## src/rtl/stream_mux_rr_if.sv

```systemverilog
// Handshake bundle for stream_mux_rr: N_CH valid/ready input channels and one
// registered valid/ready output. "master" is the producer/consumer side, "slave" the mux.
interface stream_mux_rr_if #(
   parameter int N_CH  = 4,
   parameter int WIDTH = 8
);
   localparam int CW = $clog2(N_CH);

   logic [N_CH-1:0]       in_valid;
   logic [N_CH*WIDTH-1:0] in_data;
   logic [N_CH-1:0]       in_ready;
   logic [CW-1:0]         sel;
   logic                  out_valid;
   logic [WIDTH-1:0]      out_data;
   logic [CW-1:0]         out_ch;
   logic                  out_ready;

   modport master (
      output in_valid, in_data, sel, out_ready,
      input  in_ready, out_valid, out_data, out_ch
   );

   modport slave (
      input  in_valid, in_data, sel, out_ready,
      output in_ready, out_valid, out_data, out_ch
   );
endinterface

```

## src/rtl/stream_mux_rr.sv

```systemverilog
// Registered N-channel stream multiplexer: round-robin or external-select grant,
// sliced N_CH:1 datapath, and a one-deep output register with valid/ready.
module stream_mux_rr #(
   parameter int N_CH    = 4,
   parameter int WIDTH   = 8,
   parameter int SLICE_W = 2,
   parameter int MODE    = 1
) (
   input logic            clk,
   input logic            rst,
   stream_mux_rr_if.slave bus
);
   localparam int CW  = $clog2(N_CH);
   localparam int PW  = 1 << CW;
   localparam int NSL = WIDTH / SLICE_W;

   if (N_CH < 2 || N_CH > 16) begin : g_bad_nch
      $error("stream_mux_rr: N_CH must be in 2..16");
   end
   if ((WIDTH % SLICE_W) != 0) begin : g_bad_width
      $error("stream_mux_rr: WIDTH must be a multiple of SLICE_W");
   end

   logic [CW-1:0]    ptr;
   logic             load_en;
   logic             grant_valid;
   logic [CW-1:0]    grant_idx;
   logic [CW:0]      cand;
   logic [PW-1:0]    valid_pad;
   logic [PW-1:0]    ready_pad;
   logic [WIDTH-1:0] sel_word;
   logic             out_valid_q;
   logic [WIDTH-1:0] out_data_q;
   logic [CW-1:0]    out_ch_q;

   // Padding to a power of two keeps every index into the valid/ready vectors in range.
   assign valid_pad = PW'(bus.in_valid);
   assign load_en   = !out_valid_q || bus.out_ready;

   // Round-robin scans ptr+1, ptr+2, ... wrapping at N_CH; external mode just qualifies sel.
   always_comb begin
      grant_valid = 1'b0;
      grant_idx   = '0;
      cand        = '0;
      if (MODE == 1) begin
         for (int off = 1; off <= N_CH; off++) begin
            cand = {1'b0, ptr} + (CW+1)'(off);
            if (cand >= (CW+1)'(N_CH)) begin
               cand = cand - (CW+1)'(N_CH);
            end
            if (!grant_valid && valid_pad[cand[CW-1:0]]) begin
               grant_valid = 1'b1;
               grant_idx   = cand[CW-1:0];
            end
         end
      end else if (({1'b0, bus.sel} < (CW+1)'(N_CH)) && valid_pad[bus.sel]) begin
         grant_valid = 1'b1;
         grant_idx   = bus.sel;
      end
   end

   always_comb begin
      ready_pad = '0;
      if (load_en && grant_valid && !rst) begin
         ready_pad[grant_idx] = 1'b1;
      end
   end

   assign bus.in_ready = ready_pad[N_CH-1:0];

   for (genvar k = 0; k < NSL; k++) begin : g_slice
      logic [SLICE_W-1:0] slice_mux;

      always_comb begin
         slice_mux = '0;
         for (int c = 0; c < N_CH; c++) begin
            if (grant_idx == CW'(c)) begin
               slice_mux = bus.in_data[c*WIDTH + k*SLICE_W +: SLICE_W];
            end
         end
      end

      assign sel_word[k*SLICE_W +: SLICE_W] = slice_mux;
   end

   // ptr only moves on a completed transfer, so priority is frozen while stalled.
   always_ff @(posedge clk or posedge rst) begin
      if (rst) begin
         out_valid_q <= 1'b0;
         out_data_q  <= '0;
         out_ch_q    <= '0;
         ptr         <= CW'(N_CH - 1);
      end else if (load_en) begin
         if (grant_valid) begin
            out_valid_q <= 1'b1;
            out_data_q  <= sel_word;
            out_ch_q    <= grant_idx;
            if (MODE == 1) begin
               ptr <= grant_idx;
            end
         end else begin
            out_valid_q <= 1'b0;
         end
      end
   end

   assign bus.out_valid = out_valid_q;
   assign bus.out_data  = out_data_q;
   assign bus.out_ch    = out_ch_q;
endmodule

```

## src/flat_wrapper.sv

```systemverilog
// flat-port wrapper written by rule: the top's interface ports become plain ports
module stream_mux_rr_flat 
#(
   parameter int N_CH    = 4,
   parameter int WIDTH   = 8,
   parameter int SLICE_W = 2,
   parameter int MODE    = 1
)
  (clk, rst, bus_in_valid, bus_in_data, bus_sel, bus_out_ready, bus_in_ready, bus_out_valid, bus_out_data, bus_out_ch);
  stream_mux_rr_if #(.N_CH(N_CH), .WIDTH(WIDTH)) bus_i ();
  input logic clk;
  input logic rst;
  input wire logic [$bits(bus_i.in_valid)-1:0] bus_in_valid;
  input wire logic [$bits(bus_i.in_data)-1:0] bus_in_data;
  input wire logic [$bits(bus_i.sel)-1:0] bus_sel;
  input wire logic [$bits(bus_i.out_ready)-1:0] bus_out_ready;
  output wire logic [$bits(bus_i.in_ready)-1:0] bus_in_ready;
  output wire logic [$bits(bus_i.out_valid)-1:0] bus_out_valid;
  output wire logic [$bits(bus_i.out_data)-1:0] bus_out_data;
  output wire logic [$bits(bus_i.out_ch)-1:0] bus_out_ch;
  assign bus_i.in_valid = bus_in_valid;
  assign bus_i.in_data = bus_in_data;
  assign bus_i.sel = bus_sel;
  assign bus_i.out_ready = bus_out_ready;
  assign bus_in_ready = bus_i.in_ready;
  assign bus_out_valid = bus_i.out_valid;
  assign bus_out_data = bus_i.out_data;
  assign bus_out_ch = bus_i.out_ch;
  stream_mux_rr #(.N_CH(N_CH), .WIDTH(WIDTH), .SLICE_W(SLICE_W), .MODE(MODE)) u_core (.clk(clk), .rst(rst), .bus(bus_i));
endmodule
```

## config.mk

```make
export PLATFORM = sky130hd
export DESIGN_NAME = stream_mux_rr_flat
export DESIGN_NICKNAME = d
export VERILOG_FILES = /design/src/rtl/stream_mux_rr_if.sv /design/src/rtl/stream_mux_rr.sv /design/src/flat_wrapper.sv
export SDC_FILE = /design/constraint.sdc
export NUM_CORES = 1
export LEC_CHECK = 0
export BUFFER_PORTS_ARGS = -buffer_cell sky130_fd_sc_hd__buf_2
export CAP_MARGIN = 0
export CORE_ASPECT_RATIO = 0.7
export CORE_UTILIZATION = 40
export CTS_CLUSTER_DIAMETER = 50
export DETAILED_ROUTE_END_ITERATION = 8
export GPL_TIMING_DRIVEN = 0
export PLACE_DENSITY = 0.78
export SETUP_SLACK_MARGIN = 0.3
export SYNTH_ARGS = -nofsm -noshare
export SYNTH_HDL_FRONTEND = slang
export SYNTH_SLANG_ARGS = --single-unit
```

## constraint.sdc

```tcl
create_clock -name clk -period 2.3 [get_ports clk]
set_input_delay 0.46 -clock clk [delete_from_list [all_inputs] [get_ports clk]]
set_output_delay 0.46 -clock clk [all_outputs]
set_load 0.01 [all_outputs]
```

Word level (Yosys, flattened, before mapping)
Cells that the tools add are included.
{"block": "totals", "ff_bits": 13, "input_bits": 41, "out_inout_bits": 15, "elab_cells": 79}
{"block": "classes", "n_addsub": 8, "n_lt_le_gt_ge": 10, "eq_ne": 3, "mux": 40, "n_reduce_logical": 14}
{"cell": "$mux 2", "n": 24}
{"cell": "$lt 2x3->1 const B", "n": 5}
{"cell": "$ge 3x3->1 const B", "n": 4}
{"cell": "$mux 1", "n": 10}
{"cell": "$bmux 1 s2", "n": 4}
{"cell": "$sub 2x1->2 const B", "n": 4}
{"cell": "$add 2x2->3 const B", "n": 2}
{"cell": "$logic_and 1x1->1", "n": 6}
{"cell": "$logic_not 1->1", "n": 5}
{"cell": "$eq 2x2->1 const B", "n": 2}
{"cell": "$mux 4", "n": 1}
{"cell": "$add 2x1->3 const B", "n": 1}
{"cell": "$add 2x3->3 const B", "n": 1}
{"cell": "$demux 1 s2", "n": 1}
{"cell": "$eq 2x1->1 const B", "n": 1}
{"cell": "$ge 2x1->1 const B", "n": 1}
{"cell": "$logic_not 2->1", "n": 1}
{"cell": "$reduce_and 2->1", "n": 1}
{"cell": "$logic_or 1x1->1", "n": 1}

Logic depth before layout (Yosys ltp)
{"block": "logic_depth", "ltp_word": 20, "ltp_mapped": 7, "ltp_nobuf": 5}

Worst setup path after synthesis
No wires, ideal clock.
{"block": "synth_path", "path_type": "register to output", "start": "register u_core.ptr[1]", "end": "output port bus_in_ready[0]", "t_arrival_ns": 1.539, "t_required_ns": 1.840, "setup_slack_ns": 0.301, "path_stages_with_launch": 6, "cell_sequence": "dfstp_2 > buf_6 > mux2i_1 > o221a_4 > buf_6 > nor3b_1"}
{"block": "synth_between", "elab_chain_cells": 20, "elab_cells_between_ends": 46, "cone_classes": "add/sub (8); order compare (6); mux (23); reduce/logical (9)"}
{"item": "from (decl)", "line_no": "stream_mux_rr.sv:24", "text": "logic [CW-1:0] ptr;"}
{"item": "from (signal assigned)", "line_no": "stream_mux_rr.sv:92", "text": "ptr <= CW'(N_CH - 1);"}
{"item": "from (signal assigned)", "line_no": "stream_mux_rr.sv:99", "text": "ptr <= grant_idx;"}
{"item": "$add 2x1->3", "line_no": "stream_mux_rr.sv:47", "text": "cand = {1'b0, ptr} + (CW+1)'(off);"}
{"item": "$ge 3x3->1 or $sub 2x1->2 (tied branches)", "line_no": "stream_mux_rr.sv:48, stream_mux_rr.sv:49"}
{"item": "$mux 2", "line_no": "stream_mux_rr.sv:48", "text": "if (cand >= (CW+1)'(N_CH)) begin"}
{"item": "$bmux 1 s2", "line_no": "stream_mux_rr.sv:51", "text": "if (!grant_valid && valid_pad[cand[CW-1:0]]) begin"}
{"item": "$mux 1 (not written as such)", "line_no": "stream_mux_rr.sv:51"}
{"item": "$mux 1", "line_no": "stream_mux_rr.sv:51"}
{"item": "$logic_not 1->1", "line_no": "stream_mux_rr.sv:51"}
{"item": "$logic_and 1x1->1", "line_no": "stream_mux_rr.sv:51"}
{"item": "(+4 left out)"}
{"item": "$logic_not 1->1", "line_no": "stream_mux_rr.sv:51"}
{"item": "$logic_and 1x1->1", "line_no": "stream_mux_rr.sv:51"}
{"item": "$mux 2", "line_no": "stream_mux_rr.sv:51"}
{"item": "$lt 2x3->1 (not written as such) or $ge 2x1->1 (tied branches)", "line_no": "stream_mux_rr.sv:65", "text": "ready_pad[grant_idx] = 1'b1;"}
{"item": "$logic_and 1x1->1 (not written as such)", "line_no": "stream_mux_rr.sv:65"}
{"item": "$mux 1 (not written as such)", "line_no": "stream_mux_rr.sv:65"}
{"item": "$demux 1 s2"}
{"item": "$mux 4 *", "line_no": "stream_mux_rr.sv:64", "text": "if (load_en && grant_valid && !rst) begin"}
{"item": "to (decl)", "line_no": "flat_wrapper.sv:17", "text": "output wire logic [$bits(bus_i.in_ready)-1:0] bus_in_ready;"}
Mark *: on every way between the ends. The rest lies on a longest branch, timed or not. The select of a mux whose other input is x is not followed.

Worst setup path in the final report
{"block": "layout_path", "start": "register u_core.ptr[1]", "end": "output port bus_in_ready[2]"}
The elaborated chain is that of the path after synthesis.

==> results.md <==
- Final hold vios: 0
- Core area: around 1900 um2
- First-pass GRT wire length: ~3.4 mm
- # diodes: 0
- Fin Setup TNS: 0 ps
- Worst VDD drop: 0.436 mV
- CP max stage delay: approximately 530 ps
- Die span in x: 56.3 um
- Critical path, cell by cell: buf_6, a31o_1, o22ai_2, or2_4, buf_6, nor3b_2, buf_2
- Max Root-Sink Buffers: 2
- Commonest non-fill, non-tap cell in the layout: buf_2
- CP Capture Type: primary output
- Worst-path clk slew: 80 ps
- Int Pwr: approximately 0.00057 W
- DRT iter0 DRCs: 31
- Post-DRT Antenna Nets: 0
- Max Clk Rate: between 400 and 500 MHz
- Initial Util: a little over two fifths
- Drt first pass iters: 3
- Switching Share: about a third
- DR DRC count: 0
- Critical Path AT: approximately 1800 ps
- Worst Setup Path Type: reg -> out
- Avg Inst Size Synth: between 10 and 15 um2
- Cell Pwr Density: slightly below 700 nW/um2
- Worst slack, placed: ~17 ps
- Hold-fix buffers, CTS: 0
- Nets: roughly 190
- Class of the worst hold path: in -> async
- Initial antenna violation count: 0
- CP startpoint kind: flip-flop
- Synth Register Bits: 13
- Routability cong.: about 0.77
- Pin count of the biggest net entering global routing: 14
- Post-DP Area: approximately 1100 um2
- RSZ-0062 raised after global routing: true
- Post-Syn Area: between 800 and 900 um2
- Number of port buffers: 53
- Hpwl dp: around 1.7 mm
- Fillers: 156
- Skew-Pair Late Insertion Delay: approximately 270 ps
- Setup ws final: 63.7 ps
- GRT Overall Usage: 20.7%
- Tmin final: around 2200 ps
- Num ports: 56
- CTS tree: yes
- Fin. max-slew vios: 0
- Crit-path most repeated cell: buf_6
- DR vias/cell: 5.17
- Status: finished clean
- Syn_nets: about 120
- Post-Layout Cell Count: between 150 and 200
- Drt wl/cell: 13.3 um
- Post-Syn Instances: roughly 80
- Final setup viols: 0
- Slew @ Worst Pin: around 560 ps
- Die Area: 2250 um2
- Clk_skew: approximately 5 ps
- Sequential power share: between 30% and 40%
- Yosys warnings: 0
- Period utilization: between 90% and 100%
- CTS sink count: 13
- Post-route design area: 1250 um2
- CTS Buf Count: 3
- Clock power frac: between 10% and 20%
- Post-Route WL: 2.25 mm
- DP Cell Count: around 160
- # Max-Cap Violations: 0
- P&R area growth vs syn: 51.7%
- CP required: 1840 ps
- Crit-path max FO: 7
- Crit-path slowest cell: dfstp_2
- Height of the die: roughly 40 um
- Vias in the first global route: 812
- Total congestion overflow: 0
- Psw: 0.000299 W
- Std cell rows: 13
- Clk root buf: clkbuf_4
- Leakage: slightly below 0.7 nW
- Combinational power share: 47.2%
- H-tree Lvls: 1
- DR vias: 874
- Most frequent cells in the layout: buf_2 (54), mux2i_1 (17), nand2_1 (16)
- Slew Limit Headroom: ~62%
- Library cells used by synthesis: 21
- Sequential share of the synthesized area: roughly two fifths
- Share of layout cells above drive strength 1: a little under three fifths
[worst max-delay path, delay by kind of cell, from the launching register on]
kind,cells,cell delay [ps]
flip-flops,1,530
buffers and inverters,3,380
AND/OR/NAND/NOR,2,380
AO/OA/AOI/OAI,2,210
[final cells by class]
cell class | instances | area (um2) | area share (%)
repair buffers | 61 | 329 | 26.3
clock buffers | 4 | 26.3 | 2.10
inverters | 3 | 11.3 | 0.900
multi-input cells | 61 | 467 | 37.3
flip-flops and latches | 13 | 328 | 26.2
well taps | 22 | 27.5 | 2.20
plain buffers | 5 | 62.6 | 5.00
[sequential cells by signal, indices dropped and copies added, names as in the netlist]
register,cells
u_core.bus.out_valid,1
u_core.bus.out_ch,2
u_core.bus.out_data,8
u_core.ptr,2
[cell families after synthesis]
group / count (synthesis) / share of synthesized area [%]
multiplexers: 17 / 20.6
AND/OR/NAND/NOR: 27 / 14.7
flip-flops: 13 / 39.8
AO/OA/AOI/OAI: 17 / 17.1
buffers and inverters: 8 / 7.74
[through the flow]
stage               util (%)  total power (W)  hold slack [ps]
floorplan                  -         0.000545              336
global placement        58.7         0.000658              462
finish                  65.7         0.000866              267
CTS                     64.6         0.000856              269
detailed placement      58.7         0.000675              480
global route            65.7         0.000920              311
[cell usage after synthesis, drive strengths merged]
library cell  number  area share, %
nor3b              2            1.8
o221ai             8            8.5
o22ai              1           0.76
a21oi              5            3.5
nand2             17            7.7
a21o               1           0.91
o221a              1            2.4
or2                1           0.76
nor3               2            1.2
dfstp              2            6.4
inv                3            1.4
nor4               1           0.76
buf                5            6.4
nor2b              1            1.1
mux2i             17             21
nor2               3            1.4
a31o               1            1.1
dfrtp             11             33
[worst paths after layout]
kind / from / end / slack (ps) / cells past startpoint
max: u_core.ptr[1] / bus_in_ready[2] / 60 / 7
min: rst / u_core.bus.out_ch[1] / 270 / 2
max reg2reg: u_core.ptr[1] / u_core.bus.out_data[1] / 340 / 8
min reg2reg: u_core.bus.out_data[0] / u_core.bus.out_data[0] / 490 / 2
max in group asynchronous: rst / u_core.ptr[1] / 1680 / 2
min in group clk: bus_out_ready / u_core.bus.out_valid / 450 / 4
[per-layer routing]
layer	GRT usage [%]	vias up	part of all wire [%]
met4	5.49	0	0.58
met3	3.87	2	6.7
met1	24.6	399	46
li1	-	434	-
met5	0	-	0
met2	40.5	39	47
[power groups by stage]
stage	Sequential, W	Combinational (W)	Clock [W]
after global routing	0.000322	0.000442	0.000156
after global placement	0.000319	0.000339	0
after floorplan	0.000340	0.000205	0
after CTS	0.000318	0.000399	0.000140
after detailed placement	0.000320	0.000355	0
final	0.000318	0.000409	0.000139
[what timing repair did]
item / CTS / global route
endpoints found under the setup margin: 4 / 4
setup buffers: 7 / 1
gates cloned: 0 / 0
gates resized for setup: 8 / 4
pin swaps: 5 / 5
Power figures use the tool's default switching activity.
